`config.mk`:
```
export PLATFORM = sky130hd
export DESIGN_NAME = cpu_pwr_monitor_flat
export DESIGN_NICKNAME = d
export VERILOG_FILES = /design/src/rtl/cpu_pwr_monitor_pkg.sv /design/src/rtl/cpu_pwr_monitor_if.sv /design/src/rtl/cpu_pwr_monitor_sync.sv /design/src/rtl/cpu_pwr_monitor.sv /design/src/flat_wrapper.sv
export SDC_FILE = /design/constraint.sdc
export NUM_CORES = 1
export LEC_CHECK = 0
export BUFFER_PORTS_ARGS = -buffer_cell sky130_fd_sc_hd__clkbuf_2
export CORE_ASPECT_RATIO = 0.9
export CORE_MARGIN = 10
export CORE_UTILIZATION = 30
export CTS_BUF_LIST = sky130_fd_sc_hd__clkbuf_4 sky130_fd_sc_hd__clkbuf_8 sky130_fd_sc_hd__clkbuf_16
export DETAILED_ROUTE_END_ITERATION = 8
export GPL_TIMING_DRIVEN = 0
export HOLD_SLACK_MARGIN = 0.05
export PLACE_DENSITY = 0.56
export SKIP_CTS_REPAIR_TIMING = 1
export SLEW_MARGIN = 20
export SYNTH_ARGS = -nofsm -noshare
export SYNTH_HDL_FRONTEND = slang
export SYNTH_SLANG_ARGS = --single-unit
```
`constraint.sdc`:
```
create_clock -name clk_i -period 3.3 [get_ports clk_i]
set_input_delay 0.165 -clock clk_i [delete_from_list [all_inputs] [get_ports clk_i]]
set_output_delay 0.165 -clock clk_i [all_outputs]
set_load 0.1 [all_outputs]
```
`src/rtl/cpu_pwr_monitor_pkg.sv`:
```
// Shared definitions for the M4 CPU power-status monitor.
// Holds the state encodings and the width helper used by the RTL and the bench.
package cpu_pwr_monitor_pkg;

    typedef enum logic [2:0] {
        ST_DCLO   = 3'd0,
        ST_INIT   = 3'd1,
        ST_ACLO   = 3'd2,
        ST_RUN    = 3'd3,
        ST_PFAIL  = 3'd4,
        ST_PFHOLD = 3'd5
    } pwr_state_e;

    localparam int unsigned PF_CNT_W = 8;

    // Bits needed to hold values 0..v-1; never less than one bit.
    function automatic int unsigned clog2(input int unsigned v);
        int unsigned r;
        r = 0;
        for (int unsigned i = 0; i < 32; i++) begin
            if ((64'(1) << i) < 64'(v)) begin
                r = i + 1;
            end
        end
        return (r < 1) ? 1 : r;
    endfunction

    function automatic int unsigned max2(input int unsigned a, input int unsigned b);
        return (a > b) ? a : b;
    endfunction

endpackage

```
`src/rtl/cpu_pwr_monitor_if.sv`:
```
// DCLO/ACLO status inputs, power-fail handshake and sequencing outputs of the monitor.
// master = CPU/board side driving the lines, slave = the monitor.
interface cpu_pwr_if;
    import cpu_pwr_monitor_pkg::*;

    logic                dclo;
    logic                aclo;
    logic                pf_ack;
    logic                init;
    logic                halt;
    logic                restart;
    logic                pf_req;
    logic [PF_CNT_W-1:0] pf_cnt;

    modport master (
        output dclo, aclo, pf_ack,
        input  init, halt, restart, pf_req, pf_cnt
    );

    modport slave (
        input  dclo, aclo, pf_ack,
        output init, halt, restart, pf_req, pf_cnt
    );

endinterface

```
`src/rtl/cpu_pwr_monitor_sync.sv`:
```
// N-stage synchroniser; reset loads every stage with RST_VAL.
module cpu_sync #(
    parameter int unsigned STAGES  = 2,
    parameter logic        RST_VAL = 1'b1
) (
    input  logic clk_i,
    input  logic rst_i,
    input  logic d_i,
    output logic q_o
);

    logic [STAGES-1:0] sync_q;

    always_ff @(posedge clk_i) begin
        if (rst_i) begin
            sync_q <= {STAGES{RST_VAL}};
        end else begin
            sync_q <= {sync_q[STAGES-2:0], d_i};
        end
    end

    assign q_o = sync_q[STAGES-1];

endmodule

```
`src/rtl/cpu_pwr_monitor.sv`:
```
// Power-up / power-fail sequencer driven by synchronised DCLO/ACLO.
// Optional `PWR_STATUS_EN builds a saturating power-fail event counter on pf_cnt.
module cpu_pwr_monitor
    import cpu_pwr_monitor_pkg::*;
#(
    parameter int unsigned SYNC_STAGES = 2,
    parameter int unsigned INIT_CLK    = 8,
    parameter int unsigned PF_TIMEOUT  = 2048
) (
    input  logic     clk_i,
    input  logic     rst_i,
    cpu_pwr_if.slave pwr
);

    localparam int unsigned CNT_W = clog2(max2(INIT_CLK, PF_TIMEOUT));
    localparam logic [CNT_W-1:0] INIT_LOAD = CNT_W'(INIT_CLK - 1);
    localparam logic [CNT_W-1:0] PF_LOAD   = CNT_W'(PF_TIMEOUT - 1);

    logic dclo_s;
    logic aclo_s;

    pwr_state_e       state_q, state_d;
    logic [CNT_W-1:0] cnt_q, cnt_d;
    logic             init_q, init_d;
    logic             halt_q, halt_d;
    logic             restart_q, restart_d;
    logic             pf_req_q, pf_req_d;

    cpu_sync #(.STAGES(SYNC_STAGES), .RST_VAL(1'b1)) u_sync_dclo (
        .clk_i (clk_i),
        .rst_i (rst_i),
        .d_i   (pwr.dclo),
        .q_o   (dclo_s)
    );

    cpu_sync #(.STAGES(SYNC_STAGES), .RST_VAL(1'b1)) u_sync_aclo (
        .clk_i (clk_i),
        .rst_i (rst_i),
        .d_i   (pwr.aclo),
        .q_o   (aclo_s)
    );

    always_ff @(posedge clk_i) begin
        if (rst_i) begin
            state_q   <= ST_DCLO;
            cnt_q     <= '0;
            init_q    <= 1'b1;
            halt_q    <= 1'b1;
            restart_q <= 1'b0;
            pf_req_q  <= 1'b0;
        end else begin
            state_q   <= state_d;
            cnt_q     <= cnt_d;
            init_q    <= init_d;
            halt_q    <= halt_d;
            restart_q <= restart_d;
            pf_req_q  <= pf_req_d;
        end
    end

    always_comb begin
        state_d = state_q;
        cnt_d   = cnt_q;
        if (dclo_s) begin
            state_d = ST_DCLO;
        end else begin
            unique case (state_q)
                ST_DCLO: begin
                    state_d = ST_INIT;
                    cnt_d   = INIT_LOAD;
                end
                ST_INIT: begin
                    if (cnt_q == '0) state_d = ST_ACLO;
                    else             cnt_d   = cnt_q - 1'b1;
                end
                ST_ACLO: begin
                    if (!aclo_s) state_d = ST_RUN;
                end
                ST_RUN: begin
                    if (aclo_s) state_d = ST_PFAIL;
                end
                ST_PFAIL: begin
                    if (pwr.pf_ack) begin
                        state_d = ST_PFHOLD;
                        cnt_d   = PF_LOAD;
                    end
                end
                ST_PFHOLD: begin
                    // ACLO release beats the timeout when both land on one cycle
                    if (!aclo_s)              state_d = ST_ACLO;
                    else if (cnt_q == '0)     state_d = ST_DCLO;
                    else                      cnt_d   = cnt_q - 1'b1;
                end
                default: state_d = ST_DCLO;
            endcase
        end

        init_d    = (state_d == ST_DCLO) || (state_d == ST_INIT);
        halt_d    = (state_d == ST_DCLO) || (state_d == ST_INIT) || (state_d == ST_ACLO);
        pf_req_d  = (state_d == ST_PFAIL);
        restart_d = (state_q == ST_ACLO) && (state_d == ST_RUN);
    end

    assign pwr.init    = init_q;
    assign pwr.halt    = halt_q;
    assign pwr.restart = restart_q;
    assign pwr.pf_req  = pf_req_q;

`ifdef PWR_STATUS_EN
    logic [PF_CNT_W-1:0] pf_cnt_q, pf_cnt_d;

    always_comb begin
        pf_cnt_d = pf_cnt_q;
        if ((state_q == ST_RUN) && (state_d == ST_PFAIL) && (pf_cnt_q != '1)) begin
            pf_cnt_d = pf_cnt_q + 1'b1;
        end
    end

    always_ff @(posedge clk_i) begin
        if (rst_i) pf_cnt_q <= '0;
        else       pf_cnt_q <= pf_cnt_d;
    end

    assign pwr.pf_cnt = pf_cnt_q;
`else
    assign pwr.pf_cnt = '0;
`endif

endmodule
```
`src/flat_wrapper.sv`:
```
// flat-port wrapper written by rule: the top's interface ports become plain ports
module cpu_pwr_monitor_flat import cpu_pwr_monitor_pkg::*;
#(
    parameter int unsigned SYNC_STAGES = 2,
    parameter int unsigned INIT_CLK    = 8,
    parameter int unsigned PF_TIMEOUT  = 2048
)
  (clk_i, rst_i, pwr_dclo, pwr_aclo, pwr_pf_ack, pwr_init, pwr_halt, pwr_restart, pwr_pf_req, pwr_pf_cnt);
  cpu_pwr_if pwr_i ();
  input  logic clk_i;
  input  logic rst_i;
  input wire logic [$bits(pwr_i.dclo)-1:0] pwr_dclo;
  input wire logic [$bits(pwr_i.aclo)-1:0] pwr_aclo;
  input wire logic [$bits(pwr_i.pf_ack)-1:0] pwr_pf_ack;
  output wire logic [$bits(pwr_i.init)-1:0] pwr_init;
  output wire logic [$bits(pwr_i.halt)-1:0] pwr_halt;
  output wire logic [$bits(pwr_i.restart)-1:0] pwr_restart;
  output wire logic [$bits(pwr_i.pf_req)-1:0] pwr_pf_req;
  output wire logic [$bits(pwr_i.pf_cnt)-1:0] pwr_pf_cnt;
  assign pwr_i.dclo = pwr_dclo;
  assign pwr_i.aclo = pwr_aclo;
  assign pwr_i.pf_ack = pwr_pf_ack;
  assign pwr_init = pwr_i.init;
  assign pwr_halt = pwr_i.halt;
  assign pwr_restart = pwr_i.restart;
  assign pwr_pf_req = pwr_i.pf_req;
  assign pwr_pf_cnt = pwr_i.pf_cnt;
  cpu_pwr_monitor #(.SYNC_STAGES(SYNC_STAGES), .INIT_CLK(INIT_CLK), .PF_TIMEOUT(PF_TIMEOUT)) u_core (.clk_i(clk_i), .rst_i(rst_i), .pwr(pwr_i));
endmodule
```
==> results.yml <==
critical_path:
  cp_data_required_time_ps: 3510
  critPathCaptureType: "flip-flop"
  slowest_stage: "nor3b_2"
  critPathArrivalTime_ps: 2290
  crit_chain: "inv_1 -> ha_1 -> nor3b_2 -> nand3_1 -> a2111oi_1 -> a211o_1"
  path_class: "reg -> reg"
  reg2reg_setup_slack_ps: 1220
  critPathLaunchType: "flip-flop"
  critPathMaxStageDelay_ps: 520
  worst-path-max-fanout: 10
synthesis:
  postSynthCellCount: 150
  ys_ff_latch: 22
  ys_seq_area_share_pct: 34.7
  avgSynthCellArea_um2: 8.45
  synth_edf_count: 0
  synth_ff_type: "dfxtp_1"
  ys_top_cells_by_area: "dfxtp_1 (35%), a21oi_1 (5.1%), buf_4 (4.7%)"
  synth.top_cell.area_share_pct: 34.7
  synth_cell_types: 47
  synth_top_area_cell: "dfxtp_1"
  synth-async-reset-ratio_pct: 0
  synth_warnings: 0
  netlist_area_mm2: 0.00127
finish:
  drive_gt1_share_pct: 19.0
  multiInputGateArea_um2: 723
  seqCellArea_um2: 440
  n_antenna_cell: 0
  nFillCells: 430
  final_cell_count_no_fill: 216
  nets: 176
  area_growth_pct: 13.2
timing:
  finalCriticalPeriod_ps: 2080
  hold_violations: 0
  setup_viol: 0
  relSlewSlack_pct: 60.1
  drv_slew: 0
  rsz0062_at_grt: "false"
  finalCritPeriodShare_pct: 62.9
  clock.fmax_mhz: 482
  fin_skew_ps: 7.17
  tightest_slew_ps: 598
  fin_tns_setup_ps: 0
detailed_routing:
  vias: 1173
  met2WireLength_mm: 1.31
  met1_length_mm: 1.42
  wl_mm: 2.95
  routedWlPerCell_um: 13.7
  wl_met3_um: 222
  firstDrtPassIters: 4
  top_layer: "met3"
  ant_nets: 0
  drt_iter0_drc: 78
  vias_per_cell: 5.43
  drc_errors: 0
die:
  io_pins: 17
  die_h_um: 81.7
  start_util_pct: 31.1
  die-area_mm2: 0.00723
  num_rows: 22
  coreArea_mm2: 0.00407
  die-width_um: 88.5
pwr:
  vdd_drop_max_v: 0.000164
  powerDensity_mw_per_mm2: 385
  leakage_nw: 0.560
global_route:
  antenna_found_initial: 0
  grt_start_max_net_pins: 12
  grt_pass1_vias: 1048
  overflow: 0
  grt_pass1_wl_mm: 5.20
  grt_usage_pct: 8.77
clock_tree:
  clock_sinks: 22
  cts.clk_slew.worst_paths_ps: 80
  htreeDepth: 1
  clockRootBuffer: "clkbuf_8"
  clkLatencyLatePin_ps: 270
  cts_buffer_depth: 2
  cts_buffers: 3
  cts_tree: "yes"
placement:
  dp_hpwl_mm: 2.19
  placedCellCount: 213
  place.gp.congestion: 0.864
  portBuffers: 8
run_status:
  status: "finished clean"
job:
  maxCapViolCount: 0
worst_hold_path:
  hp-class: "in -> reg"
state kept, by name, indices dropped and copies added (netlist names):
name	cells
u_core.pwr.halt	1
u_core.u_sync_dclo.sync_q	2
u_core.pwr.restart	1
u_core.cnt_q	11
u_core.state_q	3
u_core.u_sync_aclo.sync_q	2
u_core.pwr.init	1
u_core.pwr.pf_req	1
layout by cell type, fill, tap and decap left out, drive strengths merged, types with 2 or more instances in the layout:
cell / instances
a211o: 2
a211oi: 2
a21oi: 13
a311o: 3
a31oi: 5
and4: 2
buf: 11
clkbuf: 19
conb: 8
dfxtp: 22
inv: 5
nand2: 6
nand2b: 7
nand3: 5
nor2: 6
nor2b: 2
nor3: 8
nor3b: 2
nor4: 2
o21ai: 6
o31ai: 5
o32ai: 2
or2: 4
or3b: 2
or4: 3
critical path: cells and delay by family (launching register included):
family                     cells  cell delay [ps]
AOI/OAI and AO/OA              2              600
adders and majority gates      1              190
buffers and inverters          1               90
DFF                            1              330
and+or+nand+nor                2              820
final timing paths:
kind | start | to | cells after the start
max reg2reg | u_core.cnt_q[0]$_SDFFE_PP0P_ | u_core.cnt_q[3]$_SDFFE_PP0P_ | 6
min reg2reg | u_core.u_sync_dclo.sync_q[0]$_SDFF_PP1_ | u_core.u_sync_dclo.sync_q[1]$_SDFF_PP1_ | 1
min | pwr_aclo | u_core.u_sync_aclo.sync_q[0]$_SDFF_PP1_ | 2
max | u_core.cnt_q[0]$_SDFFE_PP0P_ | u_core.cnt_q[3]$_SDFFE_PP0P_ | 6
cell type report:
cell class,count,area share (%)
buffer,19,7.76
inverter,5,1.31
tap,48,4.18
timing repair buffer,8,2.79
sequential,22,30.7
clock buffer,3,2.88
multi-input combinational,111,50.4
per-stage QoR:
stage	worst slack (ps)	util, %	total power [mW]	hold slack, ps	instance area [um^2]
floorplan	1560	-	0.372	269	1290
global route	977	35.2	0.577	83.2	1440
finish	1220	35.2	0.552	82.0	1440
global placement	1280	34.2	0.387	347	1390
detailed placement	1280	34.2	0.387	353	1390
CTS	1270	35.2	0.556	74.1	1440
Yosys cell counts (2+ instances only):
| library cell | instances |
|---|---|
| clkbuf_1 | 8 |
| nor2_1 | 6 |
| buf_4 | 8 |
| or4_1 | 3 |
| inv_1 | 5 |
| nor2b_1 | 2 |
| a211oi_1 | 2 |
| a311o_1 | 3 |
| nor3_1 | 8 |
| o21ai_0 | 6 |
| nand2_1 | 6 |
| nand3_1 | 5 |
| o31ai_1 | 5 |
| or2_2 | 4 |
| buf_2 | 2 |
| nand2b_1 | 7 |
| o32ai_1 | 2 |
| a211o_1 | 2 |
| dfxtp_1 | 22 |
| a21oi_1 | 13 |
| a31oi_1 | 5 |
layer usage:
metal  global-route usage, %  up-vias
met5                       0        -
li1                        -      587
met3                    2.77        0
met1                    12.8      558
met4                    1.77        0
met2                    12.1       28
logic make-up (layout without fill, tap and decap cells):
group                    after synthesis  after routing  share of synthesized area [%]
flip-flops                            22             22                           34.7
multiplexers                           2              2                           1.68
AO/OA/AOI/OAI                         47             47                           26.3
buffers and inverters                 24             35                           10.3
adder cells (fa/ha/maj)                1              1                          0.987
other                                  1              8                          0.296
AND/OR/NAND/NOR                       53             53                           25.8
power by group:
| group | switching (mW) | internal [mW] | total, mW |
|---|---|---|---|
| Combinational | 0.0782 | 0.0293 | 0.108 |
| Sequential | 0.00442 | 0.271 | 0.275 |
| Clock | 0.0879 | 0.0816 | 0.169 |
| Total | 0.170 | 0.382 | 0.552 |
(Power assumes the default switching activity.)
